## config.mk

```make
export PLATFORM = sky130hd
export DESIGN_NAME = div_seq
export DESIGN_NICKNAME = d
export VERILOG_FILES = /design/src/rtl/div_pkg.sv /design/src/rtl/div_step.sv /design/src/rtl/div_seq.sv
export SDC_FILE = /design/constraint.sdc
export NUM_CORES = 1
export LEC_CHECK = 0
export CAP_MARGIN = 20
export CORE_MARGIN = 2
export CORE_UTILIZATION = 25
export CTS_BUF_LIST = sky130_fd_sc_hd__clkbuf_2 sky130_fd_sc_hd__clkbuf_4 sky130_fd_sc_hd__clkbuf_8
export DETAILED_ROUTE_END_ITERATION = 8
export PLACE_DENSITY = 0.43
export SYNTH_ARGS = -nofsm -noshare
export SYNTH_HDL_FRONTEND = slang
export SYNTH_SLANG_ARGS = --single-unit
```

## constraint.sdc

```tcl
create_clock -name CLK -period 2.6 [get_ports CLK]
set_input_delay 0.65 -clock CLK [delete_from_list [all_inputs] [get_ports CLK]]
set_output_delay 0.65 -clock CLK [all_outputs]
set_load 0.005 [all_outputs]
```

## src/rtl/div_pkg.sv

```systemverilog
// Shared sizing for the sequential restoring divider: default operand width
// and the step-counter width helper.
package div_pkg;

  localparam int DIV_LEN = 16;

  // Counter must hold the value LEN itself, hence LEN+1 states.
  function automatic int cnt_w(input int len);
    return $clog2(len + 1);
  endfunction

endpackage

```

## src/rtl/div_step.sv

```systemverilog
// One radix-2 restoring division step: shift {rem,quo} left, trial-subtract
// the divisor, keep the difference and set the quotient bit when no borrow.
module div_step
    import div_pkg::*;
#(
    parameter int LEN = DIV_LEN
) (
    input  logic [LEN-1:0] rem,
    input  logic [LEN-1:0] quo,
    input  logic [LEN-1:0] dvs,
    output logic [LEN-1:0] rem_nx,
    output logic [LEN-1:0] quo_nx
);

    logic [2*LEN-1:0] sh;
    logic [LEN:0]     t;

    always_comb begin
        sh = {rem, quo} << 1;
        // t[LEN] is the borrow of the trial subtraction.
        t  = {1'b0, sh[2*LEN-1:LEN]} - {1'b0, dvs};
        if (!t[LEN]) begin
            rem_nx = t[LEN-1:0];
            quo_nx = {sh[LEN-1:1], 1'b1};
        end else begin
            rem_nx = sh[2*LEN-1:LEN];
            quo_nx = sh[LEN-1:0];
        end
    end

endmodule

```

## src/rtl/div_seq.sv

```systemverilog
// Sequential unsigned divider producing one quotient bit per clock, with a
// START/DONE handshake and a divide-by-zero shortcut that finishes in one step.
module div_seq
    import div_pkg::*;
#(
    parameter int LEN = DIV_LEN
) (
    input  logic           CLK,
    input  logic           RST,
    input  logic           START,
    input  logic [LEN-1:0] A,
    input  logic [LEN-1:0] B,
    output logic           DONE,
    output logic [LEN-1:0] Q,
    output logic [LEN-1:0] R,
    output logic           DBZ
);

    localparam int CNT_W = cnt_w(LEN);

    logic [LEN-1:0]   quo;
    logic [LEN-1:0]   rem;
    logic [LEN-1:0]   dvs;
    logic [CNT_W-1:0] cnt;
    logic             dbz;
    logic [LEN-1:0]   rem_nx;
    logic [LEN-1:0]   quo_nx;

    div_step #(.LEN(LEN)) u_step (
        .rem    (rem),
        .quo    (quo),
        .dvs    (dvs),
        .rem_nx (rem_nx),
        .quo_nx (quo_nx)
    );

    always_ff @(posedge CLK) begin
        if (RST) begin
            cnt <= '0;
            quo <= '0;
            rem <= '0;
            dvs <= '0;
            dbz <= 1'b0;
        end else if (START) begin
            quo <= A;
            rem <= '0;
            dvs <= B;
            if (B != '0) begin
                cnt <= CNT_W'(LEN);
                dbz <= 1'b0;
            end else begin
                cnt <= CNT_W'(1);
                dbz <= 1'b1;
            end
        end else if (cnt != '0) begin
            cnt <= cnt - 1'b1;
            // Divide-by-zero: quo still holds A, so finish with the
            // restoring-algorithm result for B=0 in a single step.
            if (dbz) begin
                quo <= '1;
                rem <= quo;
            end else begin
                quo <= quo_nx;
                rem <= rem_nx;
            end
        end
    end

    assign DONE = (cnt == '0);
    assign Q    = quo;
    assign R    = rem;
    assign DBZ  = dbz;

endmodule
```

# Word-level counts from Yosys, hierarchy flattened
# Index checks and enable logic that the tools add are counted.
word_totals:
  register_bits: 54
  out_inout_bits: 34
op_classes:
  n_addsub: 2
  n_mux: 10
  reduce_logical: 5
op_table:
  columns: ["cell", "count"]
  rows:
  - ["$mux 16", 5]
  - ["$sub 16x16->17", 1]
  - ["$reduce_bool 16->1", 1]
  - ["$mux 5", 3]
  - ["$logic_not 5->1", 1]
  - ["$reduce_bool 5->1", 1]
  - ["$sub 5x1->5 const B", 1]
  - ["$mux 1", 2]
  - ["$reduce_bool 2->1", 1]
  - ["$reduce_or 2->1", 1]

# Logic depth before layout (Yosys ltp)
logic_depth:
  depth_word: 5
  depth_mapped: 10
  ltp_nobuf: 9

# Modules after synthesis
# From an unflattened synthesis, not the netlist that was laid out.
unflattened:
  cells_unflattened: 436
  area_unflattened_um2: 3714.8
modules_own_cells:
  columns: ["mod", "instances", "cells_each", "area_per_inst_um2", "seq_area_each_um2"]
  rows:
  - ["div_seq", 1, 250, 2402.3, 1081.0]
  - ["div_step", 1, 186, 1312.5, 0.0]

# Worst setup path before layout
# OpenSTA, ideal clock, no wires.
synth_path:
  kind: "register -> register"
  from: "register quo[15] (netlist: Q[15])"
  to: "register rem[11] (netlist: R[11])"
  setup_time_ns: 0.127
  arrival_time_ns: 2.231
  required_time_ns: 2.473
  slack_ns: 0.242
  path_stages_with_launch: 11
  n_path_buf: 1
  path_cell_list: "dfxtp_1 inv_1 ha_1 fa_1 nor2b_1 o2111ai_2 a31oi_4 o31ai_4 buf_6 nor4b_2 a211oi_2"
synth_via:
  elab_chain_len: 3
synth_rtl:
  columns: ["item", "line", "source"]
  rows:
  - ["start: declaration", "div_seq.sv:21", "logic [LEN-1:0] quo;"]
  - ["start signal: assignment", "div_seq.sv:63", "quo <= quo_nx;"]
  - ["$sub 16x16->17", "div_step.sv:21", "t = {1'b0, sh[2*LEN-1:LEN]} - {1'b0, dvs};"]
  - ["$mux 16", "div_step.sv:22", "if (!t[LEN]) begin"]
  - ["$mux 16", "div_seq.sv:59", "if (dbz) begin"]
  - ["end signal: assignment", "div_seq.sv:61", "rem <= quo;"]
  - ["end signal: assignment", "div_seq.sv:64", "rem <= rem_nx;"]
  - ["end: declaration", "div_seq.sv:22", "logic [LEN-1:0] rem;"]
# No other way between the ends.
# A chain may end at the register's enable or synchronous reset.

# Worst setup path in the final report
layout_path:
  from: "register quo[15] (netlist: Q[15])"
  to: "register rem[0] (netlist: R[0])"
layout_via:
  elab_chain_len: 3
layout_rtl:
  columns: ["item", "line"]
  rows:
  - ["$sub 16x16->17", "div_step.sv:21"]
  - ["$mux 16 *", "div_step.sv:22"]
  - ["$mux 16 *", "div_seq.sv:59"]
# Every way passes the cells marked *; elsewhere a longest branch is shown, timed or not.

==> flow_metrics.py <==
metrics = {
    "sta": {
        "tightest_slew_ns": 0.668,
        "finalSetupViolations": 0,
        "final.setup_skew_ns": 0.00780,
        "number_of_max_slew_violations_in_the_final_report": 0,
        "final-hold-violation-count": 0,
        "timing.slew.headroom": 0.552,
        "finalSetupTns_ns": 0,
        "fin_crit_ns": 2.46,
        "final.hold.worst_slack_ns": 0.505,
        "timing.final.ws_setup_ns": 0.135,
        "fin_crit_sh": 0.948,
        "rsz_0062_raised_after_global_routing": "false",
        "fmaxAchievable_ghz": 0.406,
    },
    "yosys": {
        "synthesis.area_um2": 3400,
        "synth.yosys.seq_area_share": 0.318,
        "synth_compound_area_frac": 0.221,
        "synth_cell_types": 57,
        "syn-instance-count": 423,
        "synth-adder-area-share": 0.0721,
        "synthTopCellsByArea": "sky130_fd_sc_hd__dfxtp_1 (32%), sky130_fd_sc_hd__nor2_1 (7.8%), sky130_fd_sc_hd__mux2i_1 (7.4%)",
        "yosys-mux-area-fraction": 0.0835,
        "dominantRegCellSynth": "sky130_fd_sc_hd__dfxtp_1",
        "synthArstFlopShare": 0,
        "yosys.area.top_type_share": 0.318,
        "synth_area_leader_cell": "sky130_fd_sc_hd__dfxtp_1",
        "synth_simple_gate_area_frac": 0.224,
        "synth-xor-area-share": 0.0257,
        "number_of_storage_elements_in_the_synthesis_netlist": 54,
        "warnings_from_yosys": 0,
        "avg_inst_size_synth_um2": 8.05,
        "synth_edf_count": 0,
        "synth_top_family_by_area": "simple AND/OR/NAND/NOR gates",
        "number_of_nets_produced_by_synthesis": 477,
    },
    "worst_setup_path": {
        "timing.critical_path.depth": 10,
        "worst-endpoint-arrival_ns": 2.72,
        "timing.critical_path.fanout_max": 5,
        "critical_path.slowest_cell": "sky130_fd_sc_hd__fa_1",
        "stage_delay_of_the_slowest_cell_on_the_critical_path_ns": 0.42,
        "startpoint_type": "flop",
        "required_ns": 2.86,
        "critical_path_class": "reg -> reg",
        "reg2reg_depth": 10,
        "worst_setup_path_end_kind": "flop",
        "crit_path_cell_chain": "inv_1 > ha_1 > fa_1 > nor2b_2 > o2111ai_2 > a31oi_4 > o31ai_4 > buf_4 > mux2_1 > a21oi_1",
        "crit_startpoint": "Q[15]",
        "worst-path-buf-inv": 2,
        "regToRegStartpoint": "Q[15]",
        "critical-path-top-delay-family": "compound AO/OA/AOI/OAI gates",
    },
    "drt": {
        "viasPerCell": 4.86,
        "total_drc_errors_in_the_routed_layout": 0,
        "drt_pass_1_iters": 4,
        "top_signal_layer_used": "met4",
        "wire_per_inst_um": 16.1,
        "wire_length_on_met2_mm": 4.99,
        "dr_total_vias": 3327,
        "routed_wirelength_mm": 11.0,
        "dr.first_iter.drc_count": 138,
        "route.met3.wl_um": 479,
        "wirelength_met1_mm": 5.43,
        "antenna_violating_nets_post_route": 0,
    },
    "clock_tree": {
        "cts_num_sinks": 54,
        "cts-root-buf": "sky130_fd_sc_hd__clkbuf_8",
        "clk_pin_slew_worst_paths_ns": 0.11,
        "clkLatencyLatePin_ns": 0.32,
        "clock_tree.buffer_depth": 2,
        "cts.htree.levels": 2,
        "cts_tree": "done",
        "cts_hold_buffers": 0,
        "cts_inserted_buffers": 5,
    },
    "pwr": {
        "power.leakage_nw": 1.81,
        "worst_ir_drop_vdd_mv": 0.223,
        "power_density_nw_per_um2": 670,
    },
    "min_path": {
        "hp-class": "reg -> reg",
        "hp-start": "dvs[8]",
        "worstHoldPathCells": 2,
    },
    "floorplanning": {
        "io-pin-count": 69,
        "core_region_area_um2": 13200,
        "floorplan.die.width_um": 121,
        "initial_cell_density_of_the_core": 0.257,
        "floorplan.die_area_um2": 14600,
        "die_y_um": 121,
        "core.rowCount": 42,
    },
    "finish": {
        "syn2layout_area_growth_pct": 33.7,
        "mostFrequentLayoutCells": "sky130_fd_sc_hd__nor2_1 (71), sky130_fd_sc_hd__clkdlybuf4s50_1 (67), sky130_fd_sc_hd__dfxtp_1 (54)",
        "final_cells": 684,
        "multi_input_area_um2": 2140,
        "area_taken_by_flip_flops_and_latches_um2": 1080,
        "mostFrequentLayoutCell": "sky130_fd_sc_hd__nor2_1",
        "fillCellCount": 1439,
        "nNetsFinal": 562,
        "share_of_final_layout_standard_cells_stronger_than_drive_strength_1": 0.112,
        "antenna-diode-count": 0,
    },
    "global_routing": {
        "first_global_vias": 3296,
        "grt_start_max_net_pins": 48,
        "first_pass_grt_wire_length_mm": 17.5,
        "gr_usage_total": 0.153,
        "antenna_violations_before_repair": 0,
        "grt_overflow_total": 0,
    },
    "place": {
        "dp_hpwl_mm": 8.17,
        "dp_cells": 671,
        "port_buffers": 68,
        "gp_routability_congestion": 0.808,
        "pre_cts_ws_ns": 0.00231,
    },
    "job": {
        "timing.max_cap.violations": 0,
    },
    "outcome": {
        "outcome": "completed",
    },
}
## synthesized netlist by cell type, drive strengths merged (11+ instances only)
library cell and number:
nand3b 15, o211ai 15, a21oi 45, mux2i 25
nand2 11, dfxtp 54, ha 18, nor3 36
clkbuf 17, nor2 71, inv 22
## through the flow
step / total power, mW / instance area, µm² / util
2_1_floorplan: 1.98 / 3400 / -
3_5_place_dp: 2.48 / 4410 / 0.333
4_1_cts: 3.00 / 4500 / 0.340
5_1_grt: 3.27 / 4550 / 0.344
6_report: 3.05 / 4550 / 0.344
3_3_place_gp: 2.48 / 4410 / 0.333
## flip-flops by register name (all words and copies together), names as in the netlist
signal,cells
DBZ,1
Q,16
R,16
cnt,5
dvs,16
## report_power, final
| part | leakage, nW | switching, mW | internal, mW |
|---|---|---|---|
| registers | 0.444 | 0.0691 | 0.911 |
| clock network | 0.0407 | 0.307 | 0.197 |
| logic | 1.32 | 0.823 | 0.739 |
## per-layer routing
metal | vias up | track usage
met1 | 1540 | 0.211
li1 | 1694 | -
met5 | - | 0
met3 | 6 | 0.0316
met4 | 0 | 0.0436
met2 | 87 | 0.239
## path summary, 6_finish.rpt
kind / to / slack, ns
min: dvs[8] / 0.50
max reg2reg: R[0] / 0.14
min reg2reg: dvs[8] / 0.50
max: R[0] / 0.14
## logic make-up after synthesis
family	count (synthesis)
AND/OR/NAND/NOR	157
XOR/XNOR	10
AO/OA/AOI/OAI	107
adder cells (fa/ha/maj)	19
flip-flops	54
buffers and inverters	48
multiplexers	28
## area by class of cell
class                   instances  share of cell area
clock inverters                 1             0.00165
clock buffers                   6              0.0168
well taps                     176              0.0484
multi-input cells             322               0.471
repair buffers                103               0.206
flip-flops and latches         54               0.238
inverters                      22              0.0181
## repair_timing
item                                    CTS  global route
cloned                                    0             1
endpoints found under the setup margin    1            11
pin swaps                                 1             2
buffers inserted                          0             5
gates resized for setup                   0             1
## worst min-delay path, cell delays in order (launching register included)
cell,delay (ns)
sky130_fd_sc_hd__dfxtp_1,0.34
sky130_fd_sc_hd__mux2i_1,0.06
sky130_fd_sc_hd__nor2_1,0.07
No activity file was read; power rests on OpenSTA's default activity.
